### src/rtl/cmd_exec_injector.sv
// Holds the Z80 during a /CMD download, then forces a JP to the loaded entry
// address by substituting C3 lo hi on the next opcode fetch and two operand reads.
module cmd_exec_injector #(
    parameter int          ADDR    = 16,
    parameter logic [23:0] TIMEOUT = 24'd4000000
) (
    input  logic            clock,
    input  logic            reset,
    input  logic            loader_download,
    input  logic [ADDR-1:0] execute_addr,
    input  logic            execute_enable,
    input  logic            cpu_m1_n,
    input  logic            cpu_mreq_n,
    input  logic            cpu_rd_n,
    output logic            cpu_hold,
    output logic            inject_active,
    output logic [7:0]      inject_data,
    output logic            exec_done,
    output logic            exec_timeout
);

    typedef enum logic [2:0] {
        S_IDLE,
        S_LOADING,
        S_WAIT_M1,
        S_INJ_OP,
        S_INJ_LO,
        S_INJ_HI
    } state_t;

    state_t      state_q, state_d;
    logic        dl_q;
    logic        rd_cyc_q;
    logic [15:0] exec_addr_q, exec_addr_d;
    logic        exec_pending_q, exec_pending_d;
    logic [23:0] count_q, count_d;

    logic        cpu_hold_q, cpu_hold_d;
    logic        inject_active_q, inject_active_d;
    logic [7:0]  inject_data_q, inject_data_d;
    logic        exec_done_q, exec_done_d;
    logic        exec_timeout_q, exec_timeout_d;

    logic rd_cyc;
    logic fetch_start;
    logic rd_end;
    logic dl_rise;
    logic dl_fall;

    assign rd_cyc      = ~cpu_mreq_n & ~cpu_rd_n;
    assign fetch_start = rd_cyc & ~rd_cyc_q & ~cpu_m1_n;
    assign rd_end      = rd_cyc_q & ~rd_cyc;
    assign dl_rise     = loader_download & ~dl_q;
    assign dl_fall     = ~loader_download & dl_q;

    always_comb begin
        state_d        = state_q;
        exec_addr_d    = exec_addr_q;
        exec_pending_d = exec_pending_q;
        count_d        = count_q;
        exec_done_d    = 1'b0;
        exec_timeout_d = 1'b0;

        // A fresh download always wins: it starts loading and aborts any
        // pending injection without signalling done or timeout.
        if (dl_rise) begin
            state_d        = S_LOADING;
            exec_pending_d = 1'b0;
        end else begin
            unique case (state_q)
                S_IDLE: begin
                    state_d = S_IDLE;
                end
                S_LOADING: begin
                    if (dl_fall) begin
                        if (exec_pending_q || execute_enable) begin
                            state_d = S_WAIT_M1;
                            count_d = 24'd0;
                        end else begin
                            state_d = S_IDLE;
                        end
                    end
                end
                S_WAIT_M1: begin
                    if (fetch_start) begin
                        state_d = S_INJ_OP;
                    end else if (count_q >= TIMEOUT - 24'd1) begin
                        state_d        = S_IDLE;
                        exec_timeout_d = 1'b1;
                        exec_pending_d = 1'b0;
                    end else if (count_q != 24'hFF_FFFF) begin
                        count_d = count_q + 24'd1;
                    end
                end
                S_INJ_OP: begin
                    if (rd_end) state_d = S_INJ_LO;
                end
                S_INJ_LO: begin
                    if (rd_end) state_d = S_INJ_HI;
                end
                S_INJ_HI: begin
                    if (rd_end) begin
                        state_d        = S_IDLE;
                        exec_done_d    = 1'b1;
                        exec_pending_d = 1'b0;
                    end
                end
                default: begin
                    state_d = S_IDLE;
                end
            endcase
        end

        // Entry address latch is independent of state; last pulse wins.
        if (execute_enable) begin
            exec_addr_d    = execute_addr[15:0];
            exec_pending_d = 1'b1;
        end
    end

    // Outputs are decoded from the next state so they register on the same edge.
    always_comb begin
        cpu_hold_d      = (state_d == S_LOADING);
        inject_active_d = 1'b0;
        inject_data_d   = 8'h00;
        unique case (state_d)
            S_INJ_OP: begin
                inject_active_d = 1'b1;
                inject_data_d   = 8'hC3;
            end
            S_INJ_LO: begin
                inject_active_d = 1'b1;
                inject_data_d   = exec_addr_d[7:0];
            end
            S_INJ_HI: begin
                inject_active_d = 1'b1;
                inject_data_d   = exec_addr_d[15:8];
            end
            default: begin
                inject_active_d = 1'b0;
                inject_data_d   = 8'h00;
            end
        endcase
    end

    always_ff @(posedge clock or posedge reset) begin
        if (reset) begin
            state_q         <= S_IDLE;
            dl_q            <= 1'b0;
            rd_cyc_q        <= 1'b0;
            exec_addr_q     <= 16'h0000;
            exec_pending_q  <= 1'b0;
            count_q         <= 24'd0;
            cpu_hold_q      <= 1'b0;
            inject_active_q <= 1'b0;
            inject_data_q   <= 8'h00;
            exec_done_q     <= 1'b0;
            exec_timeout_q  <= 1'b0;
        end else begin
            state_q         <= state_d;
            dl_q            <= loader_download;
            rd_cyc_q        <= rd_cyc;
            exec_addr_q     <= exec_addr_d;
            exec_pending_q  <= exec_pending_d;
            count_q         <= count_d;
            cpu_hold_q      <= cpu_hold_d;
            inject_active_q <= inject_active_d;
            inject_data_q   <= inject_data_d;
            exec_done_q     <= exec_done_d;
            exec_timeout_q  <= exec_timeout_d;
        end
    end

    assign cpu_hold      = cpu_hold_q;
    assign inject_active = inject_active_q;
    assign inject_data   = inject_data_q;
    assign exec_done     = exec_done_q;
    assign exec_timeout  = exec_timeout_q;

endmodule

### config.mk
export PLATFORM = sky130hd
export DESIGN_NAME = cmd_exec_injector
export DESIGN_NICKNAME = d
export VERILOG_FILES = /design/src/rtl/cmd_exec_injector.sv
export SDC_FILE = /design/constraint.sdc
export NUM_CORES = 1
export LEC_CHECK = 0
export BUFFER_PORTS_ARGS = -buffer_cell sky130_fd_sc_hd__clkbuf_2
export CORE_ASPECT_RATIO = 1.25
export CORE_MARGIN = 4
export CORE_UTILIZATION = 35
export CTS_CLUSTER_DIAMETER = 30
export DETAILED_ROUTE_END_ITERATION = 8
export GPL_TIMING_DRIVEN = 0
export MAX_ROUTING_LAYER = met4
export SLEW_MARGIN = 20
export SYNTH_ARGS = -nofsm -noshare
export SYNTH_HDL_FRONTEND = slang
export SYNTH_SLANG_ARGS = --single-unit
### constraint.sdc
create_clock -name clock -period 2.3 [get_ports clock]
set_clock_uncertainty 0.1 [all_clocks]
set_input_delay 0.46 -clock clock [delete_from_list [all_inputs] [get_ports clock]]
set_output_delay 0.46 -clock clock [all_outputs]
set_load 0.02 [all_outputs]
==> impl_metrics.py, run 1 <==
metrics = {
    "critical_path": {
        "required_ns": 2.41,
        "end_kind": "register",
        "worstSetupPathType": "reg2reg",
        "cp_max_fo": 6,
        "startpoint_type": "register",
        "worstPathArrival_ns": 2.36,
    },
    "finish": {
        "layout-drive-gt1-share": 0.3259,
        "nets": 332,
        "mostFrequentLayoutCell": "dfrtp_1",
        "area_growth_pct": 22.06,
        "final_util": 0.4417,
        "fillers": 732,
        "final_cell_mix": "57 x dfrtp_1, 35 x clkbuf_2, 30 x nor2_1",
        "diodes": 0,
    },
    "routing": {
        "drtIter0Drc": 72,
        "viasPerCell": 5.191,
        "firstDrtPassIters": 4,
        "wl_per_cell_um": 14.58,
        "drt-total-wl_um": 5949,
        "ant_nets": 0,
        "drc": 0,
        "dr_total_vias": 2118,
    },
    "synth": {
        "synth_cells": 255,
        "yosys_most_used_dff": "dfrtp_1",
        "synth-edff-count": 0,
        "ys_warn_count": 0,
        "syn-num-nets": 279,
        "avgSynthCellArea_um2": 11.19,
        "synth_cell_types": 47,
        "synthesis.area_mm2": 0.002853,
        "ys_async_sr_fraction": 1.000,
        "ys_seq_elements": 58,
        "ys_seq_area_frac": 0.5088,
    },
    "pwr": {
        "p_switching_uw": 866.3,
        "p_leak_nw": 1.503,
        "ir_worst_vdd_mv": 0.6602,
        "pwr-share-seq": 0.403,
        "switching_share": 0.2923,
        "comb_power_share": 0.236,
        "power.density_mw_per_mm2": 851.2,
        "intPower_mw": 2.098,
        "pwr-share-clk": 0.361,
    },
    "die": {
        "top_level_ports": 35,
        "die_w_um": 88.75,
        "die_area_mm2": 0.009668,
        "num_rows": 36,
        "core_area_mm2": 0.007883,
        "die_y_um": 108.9,
        "start_util": 0.3619,
    },
    "sta": {
        "max-slew-margin-rel": 0.6422,
        "finalSetupViolCount": 0,
        "period_needed_ns": 2.251,
        "worst_pin_slew_ns": 0.5311,
        "rsz0062_at_grt": "true",
        "finalHoldViolCount": 0,
        "fin_setup_tns_ns": 0,
        "drv_slew": 0,
        "post-route-period-util": 0.9789,
        "max_freq_mhz": 444.2,
    },
    "clock_network": {
        "clock_path_buffers": 2,
        "clk_latency_ns": 0.33,
        "cts_max_level": 3,
        "clock-sinks": 58,
        "clkSlewWorstSetupHoldPaths_ns": 0.07,
        "cts_inserted_buffers": 9,
        "cts_tree": "done",
        "cts_root_buf": "clkbuf_8",
    },
    "placed_design": {
        "gp_congestion": 0.8400,
        "hpwl_um": 4186,
        "io_buffers": 33,
    },
    "grt": {
        "antenna_found_initial": 0,
        "grt_pass1_vias": 2212,
        "grt.overflow.total": 0,
        "grt_max_degree": 46,
        "grt.total_usage": 0.1398,
        "grt_pass1_wl_um": 10340,
    },
    "hold_path": {
        "hp-class": "in2reg",
    },
    "run": {
        "cap_violations": 0,
    },
    "outcome": {
        "run_status": "complete, no violations",
    },
}
-- stage by stage --
step           setup slack, ns  instance area [um2]  hold slack, ns  power [mW]  std cells
2_1_floorplan           0.1710                 2853          0.3543       1.667        255
3_3_place_gp           -0.4326                 3137          0.3705       1.843        383
3_5_place_dp           -0.2865                 3167          0.2884       1.861        384
4_1_cts                0.03584                 3415          0.1666       2.938        402
5_1_grt               -0.06279                 3482          0.1686       3.128        408
6_report               0.04861                 3482          0.1748       2.964        408
-- flip-flops by register name, summed over array words and instances (netlist names) --
| signal | flops |
|---|---|
| rd_cyc_q | 1 |
| inject_data | 8 |
| count_q | 24 |
| exec_addr_q | 16 |
| inject_active | 1 |
| exec_timeout | 1 |
| state_q | 3 |
| dl_q | 1 |
| cpu_hold | 1 |
| exec_done | 1 |
| exec_pending_q | 1 |
-- layout make-up --
type                    instances  area (um2)  share of cell area
plain buffers                  10       58.81             0.01689
repair buffers                 43       262.8             0.07546
flip-flops and latches         58        1453              0.4172
clock inverters                 4       73.82             0.02120
inverters                       7       28.78            0.008264
well taps                      95       118.9             0.03414
clock buffers                  12       155.1             0.04456
multi-input cells             179        1331              0.3823
-- synthesized netlist by cell type, types with 3 or more instances --
| master | n | area share |
|---|---|---|
| nand2b_1 | 6 | 0.013 |
| o21ai_0 | 9 | 0.016 |
| mux2_2 | 17 | 0.067 |
| nor2_1 | 30 | 0.039 |
| nor3_1 | 6 | 0.011 |
| xnor2_1 | 16 | 0.049 |
| and2_1 | 3 | 0.0066 |
| a32o_1 | 5 | 0.018 |
| buf_2 | 5 | 0.0088 |
| nor2b_1 | 4 | 0.0088 |
| o211ai_1 | 3 | 0.0079 |
| inv_1 | 7 | 0.0092 |
| dfrtp_1 | 58 | 0.51 |
| nor4_2 | 9 | 0.039 |
| nand3_1 | 11 | 0.019 |
| mux2i_1 | 5 | 0.018 |
| nor4_4 | 3 | 0.022 |
| nor4b_1 | 3 | 0.0092 |
| nand4_1 | 7 | 0.015 |
| nand2_1 | 13 | 0.017 |
| clkbuf_1 | 4 | 0.0053 |
-- timing repair --
action	CTS	global route
endpoints found under the hold margin	13	0
gates cloned	0	0
resized for setup	1	10
pin swaps	1	8
buffers inserted	1	7
hold buffers	1	0
endpoints found under the setup margin	16	29
-- path summary, 6_finish.rpt --
check | start | endpoint | slack (ns) | cells after the start
min in group asynchronous | reset | count_q[4] | 0.48 | 3
min | loader_download | dl_q | 0.17 | 1
max reg2reg | state_q[0] | count_q[9] | 0.05 | 6
min reg2reg | count_q[23] | count_q[23] | 0.39 | 1
max | state_q[0] | count_q[9] | 0.05 | 6
max in group asynchronous | reset | state_q[0] | 1.14 | 4
-- routing by layer --
layer	global-route usage	share of wire
met1	0.1709	0.43
met5	-	0
met3	0.03250	0.034
met4	0.04644	0.013
met2	0.2266	0.52
-- worst max-delay path: stages, from the launching register on --
cell and delay (ns):
dfrtp_2 0.44, nand2b_4 0.17, nor4_4 0.34, o211ai_1 0.26, nor4_2 0.37, nand3_1 0.14
mux2_1 0.32
-- kinds of logic after synthesis --
logic type      synth area share
simple gates              0.2399
mux                      0.08860
compound gates           0.08070
fa+ha+maj               0.004385
buf+inv                  0.02851
xor+xnor                 0.04912
flops                     0.5088
-- power by group through the flow --
stage               logic (mW)  registers (mW)  clock network (mW)
floorplan                0.415            1.25                   0
global placement         0.644            1.20                   0
detailed placement       0.660            1.20                   0
CTS                      0.665            1.18                1.09
global route             0.779            1.21                1.14
finish                   0.700            1.19                1.07
No activity file was read; power rests on OpenSTA's default activity.
==> inputs of run 2 (changes only) <==
--- a/config.mk
+++ b/config.mk
@@ -13,6 +13,7 @@
 export DETAILED_ROUTE_END_ITERATION = 8
 export GPL_TIMING_DRIVEN = 0
 export MAX_ROUTING_LAYER = met4
+export PLACE_DENSITY = 0.63
 export SLEW_MARGIN = 20
 export SYNTH_ARGS = -nofsm -noshare
 export SYNTH_HDL_FRONTEND = slang
==> run 2 against run 1 <==
Compared with the run above:
- non-clock buffer count fell by 4
- hold slack worse by 0.055 ns
- largest power group unchanged
- critical path type unchanged
- critical endpoint is now exec_pending_q
- sequential share of layout area increased by 0.55 points
- core utilization is 0.54 points lower
- register-to-register slack improved by 0.02 ns
- global-route usage increased by 0.24 points
==> impl_metrics.py, run 2 (same netlist as run 1, synthesis figures left out) <==
metrics = {
    "die": {
        "top_level_ports": 35,
        "start_util": 0.3619,
        "num_rows": 36,
        "die_y_um": 108.9,
        "die_area_mm2": 0.009668,
        "die_w_um": 88.75,
        "core_area_mm2": 0.007883,
    },
    "sta": {
        "finalSetupViolCount": 0,
        "finalHoldViolCount": 0,
        "period_needed_ns": 2.232,
        "holdWs_ns": 0.1202,
        "fin_setup_tns_ns": 0,
        "max_freq_mhz": 448.1,
        "max-slew-margin-rel": 0.5262,
        "worst_pin_slew_ns": 0.7107,
        "rsz0062_at_grt": "true",
        "drv_slew": 0,
        "post-route-period-util": 0.9703,
    },
    "finish": {
        "nets": 328,
        "diodes": 0,
        "fillers": 725,
        "mostFrequentLayoutCell": "dfrtp_1",
        "area_growth_pct": 20.57,
        "largest_register_ffs": 24,
        "layout-drive-gt1-share": 0.3269,
        "final_cell_mix": "56 x dfrtp_1, 35 x clkbuf_2, 29 x nor2_1",
        "layoutNonFillerInstCount": 404,
        "final_area_mm2": 0.003440,
        "top_register": "count_q",
    },
    "hold_path": {
        "hp-class": "in2async",
    },
    "clock_network": {
        "clock-sinks": 58,
        "cts_inserted_buffers": 9,
        "cts_max_level": 3,
        "clock_path_buffers": 2,
        "cts_tree": "done",
        "clkSlewWorstSetupHoldPaths_ns": 0.08,
        "clk_latency_ns": 0.34,
        "cts_root_buf": "clkbuf_8",
    },
    "grt": {
        "grt.total_usage": 0.1422,
        "grt_pass1_vias": 2157,
        "antenna_found_initial": 0,
        "grt.overflow.total": 0,
        "grt_max_degree": 59,
        "grt_pass1_wl_um": 10230,
    },
    "routing": {
        "drtIter0Drc": 85,
        "ant_nets": 0,
        "drt-total-wl_um": 5916,
        "viasPerCell": 5.238,
        "firstDrtPassIters": 4,
        "drc": 0,
        "dr_total_vias": 2116,
        "wl_per_cell_um": 14.64,
    },
    "critical_path": {
        "cp_max_fo": 8,
        "startpoint_type": "register",
        "end_kind": "register",
        "worstPathArrival_ns": 2.36,
        "required_ns": 2.42,
        "worstSetupPathType": "reg2reg",
    },
    "placed_design": {
        "io_buffers": 33,
        "dp.cells": 383,
        "hpwl_um": 4161,
        "gp_congestion": 0.8903,
        "post_dp_cell_area_mm2": 0.003139,
    },
    "pwr": {
        "p_leak_nw": 1.475,
        "finalPower_mw": 3.017,
        "ir_worst_vdd_mv": 0.6907,
        "power.density_mw_per_mm2": 877.2,
    },
    "run": {
        "cap_violations": 0,
    },
    "outcome": {
        "run_status": "complete, no violations",
    },
}
run 2: cell types whose count changed in the layout (fill, tap and decap cells not counted), moves of 2 or more:
cell | previous run | this run
buf_2 | 3 | 5
clkbuf_8 | 11 | 9
buf_4 | 8 | 5
o21ai_0 | 8 | 5
o21ai_1 | 1 | 5
inv_6 | 0 | 2
run 2: layout make-up:
cell class	count	area (um2)	area share
inverter	7	28.78	0.008367
multi-input combinational	179	1330	0.3867
tap	95	118.9	0.03456
clock buffer	9	123.9	0.03601
clock inverter	7	123.9	0.03601
buffer	11	57.56	0.01673
sequential	58	1454	0.4227
timing repair buffer	38	202.7	0.05893
run 2: critical path: stages, from the launching register on:
cell      delay, ns
dfrtp_1        0.41
ha_2           0.25
nand3_4        0.08
o211ai_1       0.16
and3_1         0.19
buf_6          0.14
nor2_1         0.09
or4_1          0.43
a41o_1         0.26
run 2: layer usage:
metal,part of all wire,GRT usage,vias to the layer above
li1,-,-,1016
met3,0.041,0.04384,7
met2,0.53,0.2346,43
met1,0.42,0.1604,1050
met5,0,-,-
met4,0.013,0.05400,0
run 2: metrics by stage:
step	setup WS, ns	utilization
detailed placement	-0.2788	0.3983
global route	-0.06661	0.4363
floorplan	0.1710	-
global placement	-0.4036	0.3979
finish	0.06832	0.4363
CTS	0.02184	0.4321
run 2: what timing repair did:
action / CTS / global route
pin swaps: 0 / 6
endpoints found under the setup margin: 16 / 23
setup buffers: 2 / 3
hold endpoints to repair: 0 / 0
gates cloned: 0 / 0
hold buffers: 0 / 0
resized for setup: 2 / 10
run 2: final timing paths:
check / endpoint / slack, ns / startpoint / depth (start not counted)
hold / removal: exec_timeout / 0.12 / reset / 2
setup / recovery: exec_pending_q / 0.07 / count_q[1] / 8
hold reg to reg: count_q[23] / 0.39 / count_q[23] / 1
setup reg to reg: exec_pending_q / 0.07 / count_q[1] / 8
max in group asynchronous: count_q[14] / 1.47 / reset / 2
min in group clock: dl_q / 0.17 / loader_download / 1
run 2: power breakdown:
| group | leakage [nW] | switching (mW) | internal, mW |
|---|---|---|---|
| Sequential | 0.754 | 0.0526 | 1.13 |
| Combinational | 0.601 | 0.402 | 0.265 |
| Clock | 0.120 | 0.441 | 0.728 |
| Total | 1.48 | 0.896 | 2.12 |
==> inputs of run 3 (changes only) <==
--- a/config.mk
+++ b/config.mk
@@ -6,7 +6,6 @@
 export NUM_CORES = 1
 export LEC_CHECK = 0
 export BUFFER_PORTS_ARGS = -buffer_cell sky130_fd_sc_hd__clkbuf_2
-export CORE_ASPECT_RATIO = 1.25
 export CORE_MARGIN = 4
 export CORE_UTILIZATION = 35
 export CTS_CLUSTER_DIAMETER = 30
==> run 3 against run 2 <==
Compared with the run above:
- the run now ends with hold timing left
- sequential share of layout area about the same
- power decreased by 6.9%
- design area down 0.18%
- critical endpoint unchanged
- core utilization rose by 0.34 points
==> impl_metrics.py, run 3 (same netlist as run 1, synthesis figures left out) <==
metrics = {
    "outcome": {
        "run_status": "complete, but fails checks",
        "violations": "hold timing",
    },
    "sta": {
        "finalSetupViolCount": 0,
        "holdWs_ns": -0.005248,
        "drv_slew": 0,
        "max-slew-margin-rel": 0.6329,
        "finalHoldViolCount": 6,
        "max_freq_mhz": 450.5,
        "worst_pin_slew_ns": 0.5469,
        "worst_slack_ns": 0.08005,
        "period_needed_ns": 2.220,
        "post-route-period-util": 0.9652,
    },
    "placed_design": {
        "gp_congestion": 0.8227,
        "post_dp_cell_area_mm2": 0.003168,
        "io_buffers": 33,
        "place_ws_ns": -0.2707,
        "dp.cells": 391,
        "hpwl_um": 4230,
    },
    "routing": {
        "dr_total_vias": 2110,
        "viasPerCell": 5.097,
        "wl_met1_um": 2810,
        "dr_wl_met3_um": 269,
        "drc": 0,
        "drt-total-wl_um": 6049,
        "firstDrtPassIters": 4,
        "ant_nets": 0,
        "drtIter0Drc": 106,
        "met2_length_um": 2845,
        "wl_per_cell_um": 14.61,
        "top_layer": "met4",
    },
    "clock_network": {
        "clkSlewWorstSetupHoldPaths_ns": 0.07,
        "cts_root_buf": "clkbuf_8",
        "cts_inserted_buffers": 9,
        "clock_path_buffers": 2,
        "clk_latency_ns": 0.34,
        "cts_tree": "done",
        "ctsHoldBuffers": 0,
        "cts_max_level": 3,
        "clock-sinks": 58,
    },
    "pwr": {
        "pwr-share-clk": 0.343,
        "switching_share": 0.3187,
        "pwr-share-seq": 0.420,
        "p_leak_nw": 1.472,
        "intPower_mw": 1.914,
        "power.density_mw_per_mm2": 818.3,
        "p_switching_uw": 895.3,
        "ir_worst_vdd_mv": 0.4243,
        "comb_power_share": 0.237,
    },
    "finish": {
        "layoutNonFillerInstCount": 414,
        "area_growth_pct": 20.35,
        "final_cell_mix": "57 x dfrtp_1, 35 x clkbuf_2, 30 x nor2_1",
        "top_register": "count_q",
        "largest_register_ffs": 24,
        "nets": 331,
        "diodes": 0,
        "mostFrequentLayoutCell": "dfrtp_1",
        "final_area_mm2": 0.003433,
        "layout-drive-gt1-share": 0.3237,
        "final_util": 0.4397,
    },
    "grt": {
        "grt_max_degree": 31,
        "grt_pass1_wl_um": 10220,
        "grt.total_usage": 0.1354,
        "grt_pass1_vias": 2133,
        "antenna_found_initial": 0,
        "grt.overflow.total": 0,
    },
    "hold_path": {
        "hp-class": "in2async",
    },
    "critical_path": {
        "path_cells": "nand4_1 -> nor3b_1 -> and3_1 -> buf_6 -> nor2_1 -> or4_1 -> a41o_1",
        "required_ns": 2.44,
        "worstSetupPathType": "reg2reg",
        "startpoint_type": "register",
        "end_kind": "register",
        "cp_max_fo": 8,
        "critPathMaxStageDelay_ns": 0.44,
        "critPathTopFamily": "simple AND/OR/NAND/NOR gates",
        "critPathBufInv": 1,
        "slowest_stage": "or4_1",
        "worstPathArrival_ns": 2.36,
    },
    "die": {
        "top_level_ports": 35,
        "num_rows": 32,
        "start_util": 0.3654,
        "core_area_mm2": 0.007807,
        "die_w_um": 98.28,
        "die_area_mm2": 0.009659,
        "die_y_um": 98.28,
    },
    "run": {
        "cap_violations": 0,
    },
}
==> run 3: changes by cell type in the layout (fill, tap and decap cells not counted), sizes merged <==
cell | before | now
clkinvlp | 1 | 3
clkbuf | 46 | 47
inv | 9 | 7
bufinv | 3 | 1
buf | 12 | 15
clkinv | 1 | 2
==> run 3: timing repair <==
action                     in CTS  in global routing
setup buffers                   1                  6
gates cloned                    0                  0
pin swaps                       0                  6
setup endpoints to repair      16                 19
resized for setup               1                  7
==> run 3: power by group through the flow <==
stage	clock, mW	combinational (mW)	sequential (mW)
2_1_floorplan	0	0.415	1.25
3_3_place_gp	0	0.643	1.20
3_5_place_dp	0	0.661	1.20
4_1_cts	0.990	0.666	1.18
5_1_grt	1.05	0.733	1.19
6_report	0.963	0.665	1.18
==> run 3: metrics by stage <==
| stage | setup TNS [ns] | power, mW | hold slack (ns) |
|---|---|---|---|
| 6_report | 0 | 2.809 | -0.005248 |
| 5_1_grt | -0.01895 | 2.970 | 0.01905 |
| 4_1_cts | 0 | 2.837 | 0.0001282 |
| 3_5_place_dp | -2.758 | 1.861 | 0.3753 |
| 3_3_place_gp | -28.67 | 1.840 | 0.3714 |
| 2_1_floorplan | 0 | 1.667 | 0.3543 |
==> run 3: final cells by class <==
cell class	instances	area [um2]
multi-input combinational	179	1323
clock buffer	10	137.6
tap	102	127.6
fill	752	4374
timing repair buffer	41	237.7
buffer	11	60.06
inverter	7	28.78
sequential	58	1453
clock inverter	6	66.31
==> run 3: path summary, 6_finish.rpt <==
kind	depth (start not counted)	end	slack (ns)	from
max	7	exec_pending_q	0.08	count_q[18]
min	2	exec_addr_q[5]	-0.005	reset
max reg2reg	7	exec_pending_q	0.08	count_q[18]
min reg2reg	1	count_q[22]	0.39	count_q[22]
max in group asynchronous	3	count_q[14]	1.61	reset
min in group clock	1	dl_q	0.16	loader_download
==> run 3: worst register-to-register path, stage by stage (launching register included) <==
cell	delay [ns]
dfrtp_1	0.42
nand4_1	0.21
nor3b_1	0.27
and3_1	0.20
buf_6	0.13
nor2_1	0.10
or4_1	0.44
a41o_1	0.25
==> run 3: per-layer routing <==
| metal | global-route usage | vias up |
|---|---|---|
| li1 | - | 1021 |
| met1 | 0.1737 | 1028 |
| met2 | 0.1950 | 49 |
| met3 | 0.04500 | 12 |
| met4 | 0.05882 | 0 |
| met5 | - | - |
